**src/rtl/pipe_ctrl_seq_if.sv**
```systemverilog
// ID-stage control bus: instruction/hazard inputs toward the control unit and
// the registered ID/EX control word plus stall/flush outputs back out.
interface pipe_ctrl_seq_if #(
    parameter int OP_W   = 4,
    parameter int FUNC_W = 4
);
    logic              in_valid;
    logic [OP_W-1:0]   opcode;
    logic [FUNC_W-1:0] func;
    logic              br_taken;
    logic              ld_use;

    logic              ex_valid;
    logic              ex_offset;
    logic              ex_imm;
    logic              ex_down;
    logic              ex_mbyte;
    logic              ex_mv1src;
    logic              ex_fdst;
    logic [1:0]        ex_bra;
    logic [1:0]        ex_wdst;
    logic [1:0]        ex_memw;
    logic              ex_wb;
    logic              stall;
    logic              if_flush_n;
    logic              id_flush_n;
    logic              muldiv_busy;
    logic              halted;

    // Pipeline side: supplies the ID instruction and hazard info.
    modport master (
        output in_valid, opcode, func, br_taken, ld_use,
        input  ex_valid, ex_offset, ex_imm, ex_down, ex_mbyte, ex_mv1src, ex_fdst,
        input  ex_bra, ex_wdst, ex_memw, ex_wb,
        input  stall, if_flush_n, id_flush_n, muldiv_busy, halted
    );

    // Control unit side.
    modport slave (
        input  in_valid, opcode, func, br_taken, ld_use,
        output ex_valid, ex_offset, ex_imm, ex_down, ex_mbyte, ex_mv1src, ex_fdst,
        output ex_bra, ex_wdst, ex_memw, ex_wb,
        output stall, if_flush_n, id_flush_n, muldiv_busy, halted
    );
endinterface

```
**src/rtl/pipe_ctrl_seq.sv**
```systemverilog
// Sequential ID-stage control unit: decodes opcode/func into a registered
// ID/EX control word and sequences MUL/DIV occupancy, load-use stalls,
// taken-branch flushes and HALT.
//
//  state    | meaning
//  ---------+---------------------------------------------------------------
//  S_RUN    | normal issue; decode latched into ID/EX each cycle
//  S_MULDIV | MUL/DIV occupying EX; PC and IF/ID held, ID/EX holds its word
//  S_HALT   | HALT retired into ID/EX; bubbles forever until rst
module pipe_ctrl_seq #(
    parameter int OP_W       = 4,
    parameter int FUNC_W     = 4,
    parameter int MULDIV_LAT = 4
) (
    input  logic            clk,
    input  logic            rst,
    pipe_ctrl_seq_if.slave  bus
);
    localparam int CNT_W = $clog2(MULDIV_LAT + 1);

    localparam logic [OP_W-1:0] OPC_HALT  = OP_W'(4'b0000);
    localparam logic [OP_W-1:0] OPC_BGT   = OP_W'(4'b0100);
    localparam logic [OP_W-1:0] OPC_BLT   = OP_W'(4'b0101);
    localparam logic [OP_W-1:0] OPC_BEQ   = OP_W'(4'b0110);
    localparam logic [OP_W-1:0] OPC_IMM0  = OP_W'(4'b1000);
    localparam logic [OP_W-1:0] OPC_IMM1  = OP_W'(4'b1001);
    localparam logic [OP_W-1:0] OPC_LB    = OP_W'(4'b1010);
    localparam logic [OP_W-1:0] OPC_SB    = OP_W'(4'b1011);
    localparam logic [OP_W-1:0] OPC_LW    = OP_W'(4'b1100);
    localparam logic [OP_W-1:0] OPC_SW    = OP_W'(4'b1101);
    localparam logic [OP_W-1:0] OPC_ATYPE = OP_W'(4'b1111);

    localparam logic [FUNC_W-1:0] FN_MUL  = FUNC_W'(4'b0100);
    localparam logic [FUNC_W-1:0] FN_DIV  = FUNC_W'(4'b0101);
    localparam logic [FUNC_W-1:0] FN_MOVE = FUNC_W'(4'b0111);
    localparam logic [FUNC_W-1:0] FN_SWAP = FUNC_W'(4'b1000);

    typedef enum logic [1:0] {S_RUN, S_MULDIV, S_HALT} state_t;

    typedef struct packed {
        logic       valid;
        logic       offset;
        logic       imm;
        logic       down;
        logic       mbyte;
        logic       mv1src;
        logic       fdst;
        logic [1:0] bra;
        logic [1:0] wdst;
        logic [1:0] memw;
        logic       wb;
    } ctrl_t;

    // Bubble keeps the neutral operand source and "no branch" so EX ignores it.
    localparam ctrl_t BUBBLE = '{valid: 1'b0, offset: 1'b0, imm: 1'b0, down: 1'b0,
                                 mbyte: 1'b0, mv1src: 1'b1, fdst: 1'b0, bra: 2'b11,
                                 wdst: 2'b00, memw: 2'b00, wb: 1'b0};

    state_t           state_q;
    logic [CNT_W-1:0] cnt_q;
    ctrl_t            ex_q;

    ctrl_t dec_d;
    logic  is_halt_d;
    logic  is_muldiv_d;
    logic  take_flush;
    logic  stall;

    // Combinational decode of the instruction currently in ID.
    always_comb begin
        dec_d        = BUBBLE;
        dec_d.valid  = 1'b1;
        dec_d.wb     = 1'b1;
        is_halt_d    = 1'b0;
        is_muldiv_d  = 1'b0;
        case (bus.opcode)
            OPC_ATYPE: begin
                case (bus.func)
                    FN_MUL, FN_DIV: begin
                        dec_d.wdst  = 2'b10;
                        is_muldiv_d = 1'b1;
                    end
                    FN_MOVE: dec_d.mv1src = 1'b0;
                    FN_SWAP: begin
                        dec_d.mv1src = 1'b0;
                        dec_d.wdst   = 2'b01;
                    end
                    default: ;
                endcase
            end
            OPC_IMM0, OPC_IMM1: dec_d.imm = 1'b1;
            OPC_LB: begin
                dec_d.offset = 1'b1;
                dec_d.mbyte  = 1'b1;
                dec_d.down   = 1'b1;
            end
            OPC_SB: begin
                dec_d.offset = 1'b1;
                dec_d.memw   = 2'b01;
                dec_d.wb     = 1'b0;
            end
            OPC_LW: begin
                dec_d.offset = 1'b1;
                dec_d.down   = 1'b1;
            end
            OPC_SW: begin
                dec_d.offset = 1'b1;
                dec_d.memw   = 2'b10;
                dec_d.wb     = 1'b0;
            end
            OPC_BGT: begin
                dec_d.bra = 2'b10;
                dec_d.wb  = 1'b0;
            end
            OPC_BLT: begin
                dec_d.bra = 2'b01;
                dec_d.wb  = 1'b0;
            end
            OPC_BEQ: begin
                dec_d.bra = 2'b00;
                dec_d.wb  = 1'b0;
            end
            OPC_HALT: begin
                dec_d.wb  = 1'b0;
                is_halt_d = 1'b1;
            end
            default: ;
        endcase
    end

    // Flush and stall are combinational so IF/ID reacts in the same cycle.
    always_comb begin
        take_flush = ex_q.valid & (ex_q.bra != 2'b11) & bus.br_taken;
        stall      = (state_q == S_MULDIV) | (state_q == S_HALT) |
                     ((state_q == S_RUN) & bus.ld_use & ~take_flush);
    end

    // Sequencer FSM and ID/EX control-word register.
    always_ff @(posedge clk or posedge rst) begin
        if (rst) begin
            state_q <= S_RUN;
            cnt_q   <= '0;
            ex_q    <= BUBBLE;
        end else begin
            case (state_q)
                S_RUN: begin
                    // A taken branch kills the ID shadow, including HALT/MUL there.
                    if (take_flush || bus.ld_use || !bus.in_valid) begin
                        ex_q <= BUBBLE;
                    end else begin
                        ex_q <= dec_d;
                        if (is_halt_d) begin
                            state_q <= S_HALT;
                        end else if (is_muldiv_d && (MULDIV_LAT > 1)) begin
                            state_q <= S_MULDIV;
                            cnt_q   <= CNT_W'(MULDIV_LAT - 1);
                        end
                    end
                end
                S_MULDIV: begin
                    if (cnt_q <= CNT_W'(1)) begin
                        state_q <= S_RUN;
                    end
                    if (cnt_q != '0) begin
                        cnt_q <= cnt_q - CNT_W'(1);
                    end
                end
                S_HALT: begin
                    ex_q <= BUBBLE;
                end
                default: begin
                    state_q <= S_RUN;
                    cnt_q   <= '0;
                    ex_q    <= BUBBLE;
                end
            endcase
        end
    end

    assign bus.ex_valid    = ex_q.valid;
    assign bus.ex_offset   = ex_q.offset;
    assign bus.ex_imm      = ex_q.imm;
    assign bus.ex_down     = ex_q.down;
    assign bus.ex_mbyte    = ex_q.mbyte;
    assign bus.ex_mv1src   = ex_q.mv1src;
    assign bus.ex_fdst     = ex_q.fdst;
    assign bus.ex_bra      = ex_q.bra;
    assign bus.ex_wdst     = ex_q.wdst;
    assign bus.ex_memw     = ex_q.memw;
    assign bus.ex_wb       = ex_q.wb;
    assign bus.stall       = stall;
    assign bus.if_flush_n  = ~take_flush;
    assign bus.id_flush_n  = ~take_flush;
    assign bus.muldiv_busy = (state_q == S_MULDIV);
    assign bus.halted      = (state_q == S_HALT);
endmodule
```
**src/flat_wrapper.sv**
```systemverilog
// flat-port wrapper written by rule: the top's interface ports become plain ports
module pipe_ctrl_seq_flat 
#(
    parameter int OP_W       = 4,
    parameter int FUNC_W     = 4,
    parameter int MULDIV_LAT = 4
)
  (clk, rst, bus_in_valid, bus_opcode, bus_func, bus_br_taken, bus_ld_use, bus_ex_valid, bus_ex_offset, bus_ex_imm, bus_ex_down, bus_ex_mbyte, bus_ex_mv1src, bus_ex_fdst, bus_ex_bra, bus_ex_wdst, bus_ex_memw, bus_ex_wb, bus_stall, bus_if_flush_n, bus_id_flush_n, bus_muldiv_busy, bus_halted);
  pipe_ctrl_seq_if #(.OP_W(OP_W), .FUNC_W(FUNC_W)) bus_i ();
  input  logic clk;
  input  logic rst;
  input wire logic [$bits(bus_i.in_valid)-1:0] bus_in_valid;
  input wire logic [$bits(bus_i.opcode)-1:0] bus_opcode;
  input wire logic [$bits(bus_i.func)-1:0] bus_func;
  input wire logic [$bits(bus_i.br_taken)-1:0] bus_br_taken;
  input wire logic [$bits(bus_i.ld_use)-1:0] bus_ld_use;
  output wire logic [$bits(bus_i.ex_valid)-1:0] bus_ex_valid;
  output wire logic [$bits(bus_i.ex_offset)-1:0] bus_ex_offset;
  output wire logic [$bits(bus_i.ex_imm)-1:0] bus_ex_imm;
  output wire logic [$bits(bus_i.ex_down)-1:0] bus_ex_down;
  output wire logic [$bits(bus_i.ex_mbyte)-1:0] bus_ex_mbyte;
  output wire logic [$bits(bus_i.ex_mv1src)-1:0] bus_ex_mv1src;
  output wire logic [$bits(bus_i.ex_fdst)-1:0] bus_ex_fdst;
  output wire logic [$bits(bus_i.ex_bra)-1:0] bus_ex_bra;
  output wire logic [$bits(bus_i.ex_wdst)-1:0] bus_ex_wdst;
  output wire logic [$bits(bus_i.ex_memw)-1:0] bus_ex_memw;
  output wire logic [$bits(bus_i.ex_wb)-1:0] bus_ex_wb;
  output wire logic [$bits(bus_i.stall)-1:0] bus_stall;
  output wire logic [$bits(bus_i.if_flush_n)-1:0] bus_if_flush_n;
  output wire logic [$bits(bus_i.id_flush_n)-1:0] bus_id_flush_n;
  output wire logic [$bits(bus_i.muldiv_busy)-1:0] bus_muldiv_busy;
  output wire logic [$bits(bus_i.halted)-1:0] bus_halted;
  assign bus_i.in_valid = bus_in_valid;
  assign bus_i.opcode = bus_opcode;
  assign bus_i.func = bus_func;
  assign bus_i.br_taken = bus_br_taken;
  assign bus_i.ld_use = bus_ld_use;
  assign bus_ex_valid = bus_i.ex_valid;
  assign bus_ex_offset = bus_i.ex_offset;
  assign bus_ex_imm = bus_i.ex_imm;
  assign bus_ex_down = bus_i.ex_down;
  assign bus_ex_mbyte = bus_i.ex_mbyte;
  assign bus_ex_mv1src = bus_i.ex_mv1src;
  assign bus_ex_fdst = bus_i.ex_fdst;
  assign bus_ex_bra = bus_i.ex_bra;
  assign bus_ex_wdst = bus_i.ex_wdst;
  assign bus_ex_memw = bus_i.ex_memw;
  assign bus_ex_wb = bus_i.ex_wb;
  assign bus_stall = bus_i.stall;
  assign bus_if_flush_n = bus_i.if_flush_n;
  assign bus_id_flush_n = bus_i.id_flush_n;
  assign bus_muldiv_busy = bus_i.muldiv_busy;
  assign bus_halted = bus_i.halted;
  pipe_ctrl_seq #(.OP_W(OP_W), .FUNC_W(FUNC_W), .MULDIV_LAT(MULDIV_LAT)) u_core (.clk(clk), .rst(rst), .bus(bus_i));
endmodule
```
**config.mk**
```make
export PLATFORM = sky130hd
export DESIGN_NAME = pipe_ctrl_seq_flat
export DESIGN_NICKNAME = d
export VERILOG_FILES = /design/src/rtl/pipe_ctrl_seq_if.sv /design/src/rtl/pipe_ctrl_seq.sv /design/src/flat_wrapper.sv
export SDC_FILE = /design/constraint.sdc
export NUM_CORES = 1
export LEC_CHECK = 0
export CAP_MARGIN = 20
export CORE_MARGIN = 5
export CORE_UTILIZATION = 48
export CTS_BUF_LIST = sky130_fd_sc_hd__clkbuf_8
export DETAILED_ROUTE_END_ITERATION = 10
export GPL_TIMING_DRIVEN = 0
export HOLD_SLACK_MARGIN = 0.15
export PLACE_DENSITY = 0.89
export SLEW_MARGIN = 15
export SYNTH_ARGS = -nofsm -noshare
export SYNTH_HDL_FRONTEND = slang
export SYNTH_SLANG_ARGS = --single-unit
```
**constraint.sdc**
```tcl
create_clock -name clk -period 2 [get_ports clk]
set_clock_uncertainty 0.15 [all_clocks]
set_input_delay 0.4 -clock clk [delete_from_list [all_inputs] [get_ports clk]]
set_output_delay 0.4 -clock clk [all_outputs]
set_load 0.005 [all_outputs]
```
Word-level counts from Yosys, hierarchy flattened
Cells that the tools add are included.
{ "word_totals": {"mem_bits_ro": 0, "n_memories": 0, "mem_bits_rw": 0, "wordCells": 86, "in_bits": 13, "latch_bits": 0, "reg_bits": 19} }
{ "classes": {"n_mux": 26, "n_lt_le_gt_ge": 1, "div": 0, "n_bitwise": 8, "reduce_logical": 14, "n_shift": 0, "eq_ne": 23, "add_sub_neg": 1, "multipliers": 0} }
{ "ops": {"columns": ["op", "n"], "rows": [
  ["equality test 4 bit (second input constant)", 8],
  ["one-hot mux 14 bit (2 select lines)", 1],
  ["equality test 4 x 3 -> 1 bit (second input constant)", 6],
  ["two-way mux 14 bit", 1],
  ["two-way mux 3 bit", 4],
  ["one-hot mux 2 bit (3 select lines)", 2],
  ["two-way mux 1 bit", 10],
  ["two-way mux 2 bit", 5],
  ["one-hot mux 3 bit (3 select lines)", 1],
  ["one-hot mux 2 bit (2 select lines)", 2],
  ["OR reduction 2 bit", 4],
  ["!= test 2 x 1 -> 1 bit (second input constant)", 3],
  ["!= test 2 bit (second input constant)", 3],
  ["OR reduction 6 bit", 1],
  ["AND reduction 5 bit", 1],
  ["bitwise AND 1 bit", 4],
  ["logical NOT 4 bit", 1],
  ["AND reduction 4 bit", 1],
  ["OR reduction 4 bit", 1],
  ["<= comparator 3 x 1 -> 1 bit (second input constant)", 1],
  ["!= test 3 x 1 -> 1 bit (second input constant)", 1],
  ["nonzero test 3 bit", 1],
  ["subtractor 3 x 1 -> 3 bit (second input constant)", 1],
  ["equality test 2 x 1 -> 1 bit (second input constant)", 1],
  ["6 further kinds", 9]
]} }

Depth between registers and ports, before layout
{ "logic_depth": {"word_depth": 8, "ltp_mapped": 7, "ltp_nobuf": 6} }

Worst setup path after synthesis
No wires, ideal clock.
{ "synth_timing": {"kind": "input to register", "from": "in bus_func[1]", "to": "reg u_core.cnt_q[2]", "cell_stages": 4, "n_path_buf": 0, "setup_slack_ns": 0.144, "arrival_ns": 1.583, "cell_sequence": "or3b_1 -> a2111o_1 -> a21o_1 -> a211o_1"} }
{ "synth_via": {"elab_chain_cells": 6} }
{ "synth_lines": {"columns": ["element", "line_no", "rtl"], "rows": [
  ["start: declaration", "flat_wrapper.sv:14", "input wire logic [$bits(bus_i.func)-1:0] bus_func;"],
  ["equality test 4 x 3 -> 1 bit", "pipe_ctrl_seq.sv:78", "case (bus.func)"],
  ["OR reduction 2 bit *", "pipe_ctrl_seq.sv:78", null],
  ["two-way mux 1 bit *", "pipe_ctrl_seq.sv:78", null],
  ["two-way mux 1 bit *", "pipe_ctrl_seq.sv:76", "case (bus.opcode)"],
  ["!= test 2 x 1 -> 1 bit (no line) *", null, null],
  ["AND reduction 5 bit (no line) *", null, null],
  ["end signal: assignment", "pipe_ctrl_seq.sv:156", "cnt_q <= CNT_W'(MULDIV_LAT - 1);"],
  ["end signal: assignment", "pipe_ctrl_seq.sv:165", "cnt_q <= cnt_q - CNT_W'(1);"],
  ["end: declaration", "pipe_ctrl_seq.sv:60", "logic [CNT_W-1:0] cnt_q;"]
]} }
Every way passes the cells marked *; elsewhere a longest branch is shown, timed or not.
A chain may end at the register's enable or synchronous reset.

Final worst setup path
{ "layout_timing": {"from": "in bus_func[3]", "to": "reg u_core.cnt_q[2]"} }
Same word-level chain as after synthesis.

==> summary.md <==
| Metric | Value |
|---|---|
| Sequential share of the synthesized area | `42.1%` |
| Mux cell area share after synthesis | `0.928%` |
| Synthesized area | `0.00108 mm2` |
| Net Sw Frac | `34.0%` |
| Min-delay worst type | `input pin to flop` |
| CP max-delay cell | `or3b_4` |
| XOR/XNOR Fraction of Synth Area | `1.62%` |
| Die span in y | `57.4 um` |
| I/O pins | `32` |
| Pins Over Slew Limit | `0` |
| Initial Util | `49.7%` |
| First-pass GRT wire length | `4390 um` |
| Cts bufs inserted | `3` |
| Die area | `0.00329 mm2` |
| Max transition margin | `54.1%` |
| Net Switching | `0.450 mW` |
| TritonCTS clock tree | `done` |
| Max-cap viol count | `0` |
| Gpl congestion | `0.852` |
| Drt initial violations | `23` |
| Cell taking the most area after synthesis | `dfrtp_1` |
| Pre-CTS setup slack | `-0.465 ns` |
| Worst Path Class, Setup | `input pin to flop` |
| Core ar. | `0.00217 mm2` |
| Cell internal pwr | `0.874 mW` |
| Reg-to-Reg End | `u_core.cnt_q[2]` |
| Synth top area cells | `dfrtp_1 35%, dfstp_2 7.3%, ha_1 7.0%` |
| Wirelength, routed | `2640 um` |
| CP startpoint | `bus_func[3]` |
| Max rail drop VDD | `0.686 mV` |
| Largest net degree at the start of global routing | `19` |
| FMAX | `506 MHz` |
| Most frequent cells in the layout | `18 x clkdlybuf4s50_1, 15 x nand2_1, 15 x dfrtp_1` |
| CP Capture Type | `flop` |
| Worst path max stage delay | `0.41 ns` |
| Startpoint class of the critical path | `input pin` |
| Final Setup Violations | `0` |
| Synth Register Bits | `18` |
| Comb pwr share | `43.6%` |
| Clk Latency, worst-skew pair | `0.25 ns` |
| CTS HTree Levels | `1` |
| Critical path arrival | `1.97 ns` |
| Clock Power Share | `22.4%` |
| Dominant synthesized flop cell | `dfrtp_1` |
| Flop-to-flop setup slack | `0.09 ns` |
| Syn-to-layout area delta | `42.6%` |
| Status | `finished clean` |
| Worst path required time | `1.99 ns` |
| EDFF count, synth | `0` |
| Initial antenna violation count | `0` |
| Root Buffer | `clkbuf_8` |
| Ant diodes | `0` |
| CTS sink cnt | `18` |
| IO Port Bufs | `27` |
| Simple-gate share of the synthesized area | `15.3%` |
| Vias in the first global route | `972` |
| Synth unique cells | `43` |
| Largest family of logic cells by synthesized area | `compound AO/OA/AOI/OAI gates` |
| Warnings, synthesis | `0` |
| R2r worst-path depth | `5` |
| Congestion Overflow GR | `0` |
| Final cell utilization of the core | `70.9%` |
| Hold buffers post-CTS | `0` |
| Final #Nets | `168` |
| Worst setup margin | `0.0241 ns` |
| Final-report hold violation count | `0` |
| Clock transition at path regs | `0.07 ns` |
| DR pass1 iterations | `4` |
| Antenna-violating nets left | `0` |
| Gr usage total | `16.6%` |
| Dpl hpwl | `1870 um` |
| Worst Setup EP | `u_core.cnt_q[2]` |
| Site Rows | `17` |
| Cell breakdown of the critical path | `dlygate4sd2_1, or3b_4, a2111o_1, a21o_1, a211o_1` |
| Yosys top cell area share | `34.8%` |
| Clock Path Buffers | `2` |
| Gate Count Post-Synth | `112` |
| Post-synthesis compound-gate area fraction | `26.0%` |
| Average size of a mapped cell | `9.63 um2` |
| Area share of fa/ha/maj cells after synthesis | `6.96%` |
| Fin crit period | `1.98 ns` |
| CP Max Fanout | `3` |
| Via Count | `982` |
| Fin crit share | `98.8%` |
| Most common cell after layout, fill and taps aside | `clkdlybuf4s50_1` |
| Power per cell area | `861 mW/mm2` |
| R2r startpoint | `u_core.bus.ex_valid` |
| Die width | `57.4 um` |
| Sequential Power Share | `34.0%` |
| Syn Nets | `131` |
| Share of cells above drive strength 1 | `24.3%` |
| Post-synth ARST share | `100%` |
| P_leak | `0.706 nW` |
| Slew @ Worst Pin | `0.687 ns` |
| Via density | `5.58` |
| Drt drc | `0` |
| WL/cell | `15.0 um` |
metrics by stage:
step | std cells | area, um2 | hold WS [ns] | total power, mW | setup TNS (ns)
floorplan | 112 | 1080 | 0.186 | 0.765 | 0
global placement | 167 | 1380 | 0.316 | 0.908 | -2.42
detailed placement | 167 | 1380 | 0.322 | 0.928 | -2.59
CTS | 173 | 1470 | 0.336 | 1.24 | -0.186
global route | 176 | 1540 | 0.358 | 1.42 | -0.0153
finish | 176 | 1540 | 0.340 | 1.32 | 0
area by class of cell:
type / instances / area (um2)
timing repair buffer: 32 / 308
tap: 28 / 35.0
multi-input combinational: 78 / 607
sequential: 18 / 454
clock buffer: 4 / 55.1
fill: 169 / 632
inverter: 9 / 33.8
buffer: 7 / 45.0
registers in the layout (all words and copies together) (netlist names), 2 cells and up:
register,flops
u_core.bus.ex_memw,2
u_core.cnt_q,3
u_core.bus.ex_bra,2
u_core.bus.ex_wdst,2
u_core.state_q,2
Yosys cell counts, types with 2 or more instances:
master,instances
a21oi_1,2
a22o_1,2
o21ai_0,5
inv_1,9
nand2b_1,3
a21o_1,2
nand3_1,2
dfstp_2,3
buf_2,3
a211o_1,2
a211oi_1,2
o32a_1,3
a2bb2oi_1,2
a2111oi_2,2
a31o_2,2
ha_1,6
dfrtp_1,15
buf_4,2
nand2_1,17
nor2_1,5
what timing repair did:
item                       4_1_cts  5_1_grt
pin swaps                        3        4
resized for setup               15       15
buffers inserted                 2        3
hold endpoints to repair         0        0
setup endpoints to repair        9       12
layer usage:
| metal | track usage, % | wire [um] | vias up |
|---|---|---|---|
| met5 | 0 | 0 | - |
| met4 | 4.97 | 52 | 0 |
| met3 | 3.17 | 154 | 9 |
| met2 | 27.7 | 1310 | 38 |
| met1 | 21.6 | 1130 | 463 |
| li1 | - | - | 472 |
worst min-delay path by stage:
stage                                   start             endpoint  cells past startpoint
after global placement    u_core.bus.ex_mbyte  u_core.bus.ex_mbyte                      2
after floorplan                           rst   u_core.bus.ex_down                      1
after CTS                       bus_opcode[0]  u_core.bus.ex_mbyte                      2
after global routing            bus_opcode[0]  u_core.bus.ex_mbyte                      2
after detailed placement  u_core.bus.ex_mbyte  u_core.bus.ex_mbyte                      2
final                           bus_opcode[0]  u_core.bus.ex_mbyte                      2
worst max-delay path: cells and delay by family:
kind | cells | cell delay (ns)
AOI/OAI and AO/OA | 3 | 0.90
and+or+nand+nor | 1 | 0.41
buffers and inverters | 1 | 0.25
power groups by stage:
stage / logic (mW) / clock network, mW / registers [mW]
2_1_floorplan: 0.317 / 0 / 0.448
3_3_place_gp: 0.459 / 0 / 0.449
3_5_place_dp: 0.474 / 0 / 0.454
4_1_cts: 0.495 / 0.297 / 0.449
5_1_grt: 0.641 / 0.322 / 0.458
6_report: 0.577 / 0.296 / 0.451
cells by family (layout without fill, tap and decap cells):
logic type	count (synthesis)	after routing
buffers and inverters	16	52
XOR/XNOR	2	2
multiplexers	1	1
flip-flops	18	18
other	1	1
AO/OA/AOI/OAI	34	34
adder cells (fa/ha/maj)	6	6
AND/OR/NAND/NOR	34	34
Note: power is estimated with default switching activity, not from simulation.
